$ cat config.mk
export PLATFORM = sky130hd
export DESIGN_NAME = piso_tx_scheduler
export DESIGN_NICKNAME = d
export VERILOG_FILES = /design/src/rtl/piso_tx_scheduler.sv
export SDC_FILE = /design/constraint.sdc
export NUM_CORES = 1
export LEC_CHECK = 0
export ABC_AREA = 1
export CAP_MARGIN = 20
export CORE_UTILIZATION = 32
export DETAILED_ROUTE_END_ITERATION = 6
export HOLD_SLACK_MARGIN = 0.05
export PLACE_DENSITY_LB_ADDON = 0.15
export RECOVER_POWER = 25
export SYNTH_ARGS = -nofsm -noshare
export SYNTH_HDL_FRONTEND = slang
export SYNTH_SLANG_ARGS = --single-unit
$ cat constraint.sdc
create_clock -name clk -period 2.5 [get_ports clk]
set_input_delay 0.25 -clock clk [delete_from_list [all_inputs] [get_ports clk]]
set_output_delay 0.25 -clock clk [all_outputs]
set_load 0.05 [all_outputs]
$ cat src/rtl/piso_tx_scheduler.sv
// rtl/piso_tx_scheduler.sv - round-robin scheduler feeding one shared parallel-to-serial shifter
// A frame is one LOAD cycle, WIDTH-1 SHIFT cycles and GAP idle cycles; the next winner is picked at frame end.
module piso_tx_scheduler #(
  parameter int N_REQ = 4,
  parameter int WIDTH = 8,
  parameter int GAP   = 0,
  localparam int ID_W = $clog2(N_REQ),
  localparam int BC_W = $clog2(WIDTH)
) (
  input  logic                   clk,
  input  logic                   rst,
  input  logic                   en,
  input  logic [N_REQ-1:0]       req_valid,
  input  logic [N_REQ*WIDTH-1:0] req_data,
  output logic [N_REQ-1:0]       req_ready,
  output logic                   load,
  output logic [WIDTH-1:0]       parallel_in,
  output logic                   busy,
  output logic [ID_W-1:0]        grant_id,
  output logic [BC_W-1:0]        bit_cnt
);

  typedef enum logic [1:0] {S_IDLE, S_LOAD, S_SHIFT, S_GAP} state_t;

  localparam logic [BC_W-1:0] BIT_LAST = BC_W'(WIDTH - 1);
  localparam logic [3:0]      GAP_LAST = 4'((GAP == 0) ? 0 : GAP - 1);

  state_t                 state_q, state_d;
  logic [ID_W-1:0]        rr_q, rr_d;
  logic [ID_W-1:0]        grant_id_q, grant_id_d;
  logic [BC_W-1:0]        bit_cnt_q, bit_cnt_d;
  logic [3:0]             gap_cnt_q, gap_cnt_d;
  logic                   load_q, load_d;
  logic                   busy_q, busy_d;
  logic [N_REQ-1:0]       req_ready_q, req_ready_d;
  logic [WIDTH-1:0]       parallel_in_q, parallel_in_d;

  logic [WIDTH-1:0]       words [N_REQ];
  logic [ID_W-1:0]        win;
  logic                   found;
  logic [ID_W:0]          sum;
  logic [ID_W-1:0]        idx;
  logic                   frame_end;
  logic                   start;

  for (genvar g = 0; g < N_REQ; g++) begin : g_words
    assign words[g] = req_data[g*WIDTH +: WIDTH];
  end

  // First valid requester at or after the pointer, wrapping past N_REQ-1.
  always_comb begin
    found = 1'b0;
    win   = '0;
    sum   = '0;
    idx   = '0;
    for (int i = 0; i < N_REQ; i++) begin
      sum = {1'b0, rr_q} + (ID_W+1)'(i);
      if (sum >= (ID_W+1)'(N_REQ)) sum = sum - (ID_W+1)'(N_REQ);
      idx = sum[ID_W-1:0];
      if (!found && req_valid[idx]) begin
        found = 1'b1;
        win   = idx;
      end
    end
  end

  always_comb begin
    frame_end = ((state_q == S_SHIFT) && (bit_cnt_q == BIT_LAST) && (GAP == 0)) ||
                ((state_q == S_GAP) && (gap_cnt_q == GAP_LAST));
    start     = en && found && ((state_q == S_IDLE) || frame_end);

    state_d       = state_q;
    rr_d          = rr_q;
    grant_id_d    = grant_id_q;
    bit_cnt_d     = bit_cnt_q;
    gap_cnt_d     = gap_cnt_q;
    parallel_in_d = parallel_in_q;
    req_ready_d   = '0;
    load_d        = 1'b0;

    case (state_q)
      S_IDLE: ;
      S_LOAD: begin
        state_d   = S_SHIFT;
        bit_cnt_d = BC_W'(1);
      end
      S_SHIFT: begin
        if (bit_cnt_q == BIT_LAST) begin
          if (GAP > 0) begin
            state_d   = S_GAP;
            gap_cnt_d = '0;
          end else begin
            state_d = S_IDLE;
          end
        end else begin
          bit_cnt_d = bit_cnt_q + BC_W'(1);
        end
      end
      S_GAP: begin
        if (gap_cnt_q == GAP_LAST) state_d = S_IDLE;
        else gap_cnt_d = gap_cnt_q + 4'd1;
      end
      default: state_d = S_IDLE;
    endcase

    // A grant overrides the frame-end return to IDLE so frames run back to back.
    if (start) begin
      state_d       = S_LOAD;
      rr_d          = (win == ID_W'(N_REQ - 1)) ? '0 : win + ID_W'(1);
      grant_id_d    = win;
      parallel_in_d = words[win];
      req_ready_d   = N_REQ'(1) << win;
      load_d        = 1'b1;
      bit_cnt_d     = '0;
    end

    busy_d = (state_d != S_IDLE);
  end

  always_ff @(posedge clk or negedge rst) begin
    if (!rst) begin
      state_q       <= S_IDLE;
      rr_q          <= '0;
      grant_id_q    <= '0;
      bit_cnt_q     <= '0;
      gap_cnt_q     <= '0;
      load_q        <= 1'b0;
      busy_q        <= 1'b0;
      req_ready_q   <= '0;
      parallel_in_q <= '0;
    end else begin
      state_q       <= state_d;
      rr_q          <= rr_d;
      grant_id_q    <= grant_id_d;
      bit_cnt_q     <= bit_cnt_d;
      gap_cnt_q     <= gap_cnt_d;
      load_q        <= load_d;
      busy_q        <= busy_d;
      req_ready_q   <= req_ready_d;
      parallel_in_q <= parallel_in_d;
    end
  end

  assign req_ready   = req_ready_q;
  assign load        = load_q;
  assign parallel_in = parallel_in_q;
  assign busy        = busy_q;
  assign grant_id    = grant_id_q;
  assign bit_cnt     = bit_cnt_q;

endmodule

==> metrics, run 1 <==
largest net degree at the start of global routing 28; Primary FF master, synth dfrtp_1; sequential fraction of the synthesis area 36.6%; internal power 1.59 mW; Clock Latency Late Sink 0.28 ns; Crit Path Max Fanout 10; clock buffer depth 2; Die H 77.9 µm; yosys warns 0; cell mode on critical path nand2_1; # IOs 58; Avg Cell Area, Syn 7.21 µm²; Clock Power Share 7.3%; syn_nets 303; # diodes 0; post-synthesis cell type count 31; Period minus WS final 2.04 ns; worst slew pin tran 1.47 ns; initial antenna violation count 0; Slew Limit Fails 0; CTS buffer count 3; vias per cell 4.33; dominant cells by area after synthesis dfrtp_1, nand2_1, inv_1; initial DRC count 55; Initial Util 33.3%; Die ar. 6070 µm²; Tot Pwr 3.53 mW; Post-route DRC 0; Seq cells post-synth 27; post-synthesis cell area 1850 µm²; Slew HR 2.16%; drt pass-1 iters 5; Hold Crit Class reg2reg; number of synthesized flops with an enable pin 0; share of layout cells above drive strength 1 10.7%; pwr dens 1380 nW/µm²; NetSw 1.93 mW; Max Freq 0.491 GHz; GR Util All Layers 14.8%; Worst Setup End Kind flop; run status finished clean; Rows 27; Worst Setup Start Kind flop; switching part of the total power 54.8%; P_leak 1.34 nW; TritonCTS clock tree built; DR WL/cell 10.4 µm; Final Hold Vio Count 0; global placer's final weighted congestion 0.807; DP HPWL 3180 µm; wire length of the first global-routing pass 7130 µm; WS Path Type reg2reg; grt ovf 0; setup_tns 0 ns; post-route clock period utilization 81.4%; vias 1686; post-synthesis cell count 256; remaining antenna violation count after routing 0; area share of the largest cell type after synthesis 36.6%; Routed WL 4050 µm; CTS sink count 27; commonest non-fill, non-tap cell in the layout nand2_1; Core Area 5540 µm²; post-CTS setup repair buffer count 0; sequential share of power 20.3%; ys async rst share 100%; max-cap violation count 0; crit-path cells buf_4 -> nand2_1 -> nand2_1 -> nand2_2 -> nand2_4 -> nor2_8 -> nand3_4 -> nand3_1 -> nand2_2 -> inv_2 -> ha_1 -> nand2_1 -> o21ai_1; Arr. time, crit path 2.20 ns; Crit path max-delay family simple AND/OR/NAND/NOR gates; cts hold-fix bufs 0; Area Overhead vs Synth 38.1%; worst slack, placed 0.244 ns; post-synth top area cell dfrtp_1; CTS resizes 0; Gate power share 72.4%; worst vdd ir 0.640 mV; worst hold margin 0.494 ns; Die Wd 77.9 µm; Crit path buffers/inverters 2; via count of the first global-routing pass 1594; Critical-path top delay cell dfrtp_1; most frequent cells in the layout nand2_1, clkdlybuf4s50_1, inv_1; Req. time, crit path 2.66 ns; I/O Buffers 57; # setup viols final 0; max incr delay on CP 0.39 ns; # nets final 365; RSZ-0062 raised after global routing no; H-tree depth 1; Root Buffer clkbuf_8; Layout Skew 0.00583 ns; clock transition at the registers of the reported paths 0.10 ns; final worst slack 0.464 ns
==> worst reg2reg max path, stage by stage, from the launching register on <==
cell and delay, ns:
dfrtp_1 0.39, buf_4 0.18, nand2_1 0.07, nand2_1 0.11, nand2_2 0.11, nand2_4 0.06, nor2_8 0.11, nand3_4 0.09
nand3_1 0.10, nand2_2 0.15, inv_2 0.18, ha_1 0.25, nand2_1 0.06, o21ai_1 0.06
==> cells by family (layout without fill, tap and decap cells) <==
kind of cell	Yosys count	count (layout)	share of synthesized area [%]
and+or+nand+nor	150	150	40.0
adders and majority gates	8	8	5.42
xor gates and xnor gates	3	3	1.42
buffers and inverters	54	115	12.1
DFF	27	27	36.6
AOI/OAI and AO/OA	14	14	4.41
==> cell type report <==
type	instances	area [µm²]
fill	563	2990
timing repair buffer	62	604
multi-input combinational	175	946
sequential	27	676
inverter	49	184
clock buffer	3	41.3
tap	72	90.1
clock inverter	1	7.51
==> power by group through the flow <==
| stage | combinational (mW) | sequential (mW) | clock [mW] |
|---|---|---|---|
| finish | 2.55 | 0.716 | 0.257 |
| global route | 2.85 | 0.745 | 0.287 |
| CTS | 2.58 | 0.720 | 0.270 |
| detailed placement | 2.58 | 0.726 | 0 |
| global placement | 2.55 | 0.733 | 0 |
| floorplan | 1.47 | 1.19 | 0 |
==> worst paths after layout <==
path,startpoint,to,slack [ns],cells after the start
max in group asynchronous,rst,req_ready[2],0.80,2
min,parallel_in[0],parallel_in[0],0.49,2
min reg2reg,parallel_in[0],parallel_in[0],0.49,2
max reg2reg,rr_q[0],rr_q[1],0.46,13
min in group asynchronous,rst,load,0.84,2
max,rr_q[0],rr_q[1],0.46,13
==> layer usage <==
layer / vias to the layer above / GRT usage (%) / share of wire, %
li1: 906 / - / -
met1: 720 / 20.5 / 50
met3: 2 / 2.71 / 6.4
met4: 0 / 4.81 / 0.77
met5: - / 0 / 0
met2: 58 / 23.0 / 43
==> state kept, by name (all words and copies together), names as in the netlist <==
signal       cells
busy             1
parallel_in      8
gap_cnt_q        4
grant_id         2
load             1
bit_cnt          3
rr_q             2
state_q          2
req_ready        4
==> cells in the mapped netlist, types with 2 or more instances <==
cell type / count
ha_1: 8
xor2_1: 2
o21ai_1: 2
buf_6: 2
nor2_1: 13
nand3_2: 2
a21oi_1: 4
nand2_2: 8
nand2_1: 77
o21ai_0: 3
dfrtp_1: 27
or2_2: 3
nand3_1: 31
inv_1: 45
inv_2: 4
buf_2: 2
nand3b_1: 5
nand2_4: 5
==> metrics by stage <==
step / instances / util, % / cell area, µm²
detailed placement: 385 / 45.2 / 2500
finish: 389 / 46.0 / 2550
CTS: 389 / 46.1 / 2550
global route: 389 / 46.0 / 2550
global placement: 385 / 45.2 / 2500
floorplan: 256 / - / 1850
Power figures use the tool's default switching activity.
==> inputs of run 2 (changes only) <==
- clock period: 2.5 -> 1.89 ns (I/O delays scaled with it)
==> metrics, run 2 (synthesis results as in run 1) <==
Rows 27; Core Area 5540 µm²; vias per cell 4.36; worst slew pin tran 0.665 ns; GR Util All Layers 14.5%; Worst Setup End Kind flop; DR WL/cell 10.0 µm; most frequent cells in the layout nand2_1, clkdlybuf4s50_1, inv_1; worst vdd ir 0.960 mV; CTS sink count 27; vias 1798; global placer's final weighted congestion 0.840; P_leak 1.47 nW; path depth of the worst reg2reg path 13; Clock Latency Late Sink 0.28 ns; clock transition at the registers of the reported paths 0.10 ns; initial antenna violation count 0; Crit Path Max Fanout 19; I/O Buffers 57; Hold Crit Class in2async; commonest non-fill, non-tap cell in the layout nand2_1; Root Buffer clkbuf_8; clock buffer depth 2; Initial Util 33.3%; grt ovf 0; max-cap violation count 0; Routed WL 4140 µm; RSZ-0062 raised after global routing yes; TritonCTS clock tree built; H-tree depth 1; Arr. time, crit path 2.05 ns; drt pass-1 iters 4; Tot Pwr 5.38 mW; Layout Skew 0.00883 ns; remaining antenna violation count after routing 0; Reg-to-Reg End parallel_in[6]; Die ar. 6070 µm²; initial DRC count 86; Die H 77.9 µm; # nets final 388; run status finished clean; Final Core Density 50.7%; largest net degree at the start of global routing 28; Area Overhead vs Synth 52.2%; CTS buffer count 3; Req. time, crit path 2.07 ns; post-route design area 2810 µm²; setup_tns 0 ns; DP HPWL 3270 µm; Die Wd 77.9 µm; flop2flop setup slack 0.01 ns; # IOs 58; Max Freq 0.532 GHz; R2R Path Start rr_q[0]; Slew Limit Fails 0; post-route clock period utilization 99.4%; Period minus WS final 1.88 ns; Largest register FFs 8; Post-route DRC 0; Worst Setup Start Kind flop; # diodes 0; wire length of the first global-routing pass 7100 µm; CP endpoint parallel_in[6]; origin of the worst setup path rr_q[0]; pwr dens 1920 nW/µm²; placed cell areas 2670 µm²; Slew HR 55.6%; cts hold-fix bufs 0; share of layout cells above drive strength 1 23.2%; via count of the first global-routing pass 1650; Final Hold Vio Count 0; # setup viols final 0; WS Path Type reg2reg
[run 2: cell count changes in the layout (fill, tap and decap cells not counted), sizes merged]
cell / delta
clkinv: +1
clkinvlp: -1
buf: +23
[run 2: critical path, cell delays in order (launching register included)]
cell and delay (ns):
dfrtp_2 0.45, buf_12 0.15, nand2_2 0.08, nand2_4 0.08, nand2_4 0.07, nand2_4 0.06, nor2_8 0.11, nand3_4 0.09
nand2_4 0.08, nand2_4 0.06, buf_12 0.15, or2_2 0.28, nand3_2 0.07, nand3_1 0.06
[run 2: what timing repair did]
item,in CTS,in global routing
buffers inserted,1,4
gates resized for setup,7,15
setup endpoints to repair,4,18
pin swaps,0,1
[run 2: worst min path at each step]
stage	end	slack, ns	depth (start not counted)
2_1_floorplan	bit_cnt[0]	-0.11	0
3_3_place_gp	bit_cnt[1]	0.49	2
3_5_place_dp	parallel_in[2]	0.48	2
4_1_cts	bit_cnt[2]	0.29	2
5_1_grt	bit_cnt[2]	0.52	2
6_report	busy	0.46	2
[run 2: layout make-up]
class                      count  area, µm²
tap                           72       90.1
clock inverter                 1       5.00
sequential                    27        679
timing repair buffer          85        803
clock buffer                   3       41.3
multi-input combinational    175       1000
inverter                      49        186
fill                         582       2730
[run 2: power by group]
group	switching, mW	internal (mW)
sequential	0.147	0.816
combinational	2.41	1.67
clock	0.189	0.148
[run 2: layer usage]
layer | vias to the layer above | share of wire, % | GRT usage [%]
li1 | 959 | - | -
met1 | 781 | 50 | 19.9
met2 | 54 | 45 | 23.5
met3 | 4 | 4.5 | 2.12
met4 | 0 | 0.99 | 4.63
met5 | - | 0 | 0
[run 2: stage by stage]
stage,setup WS (ns),hold slack (ns),instances
after detailed placement,-0.149,0.477,403
final,0.0120,0.456,412
after floorplan,0.00562,-0.107,256
after CTS,0.00108,0.288,408
after global placement,-0.114,0.485,403
after global routing,-0.108,0.517,412
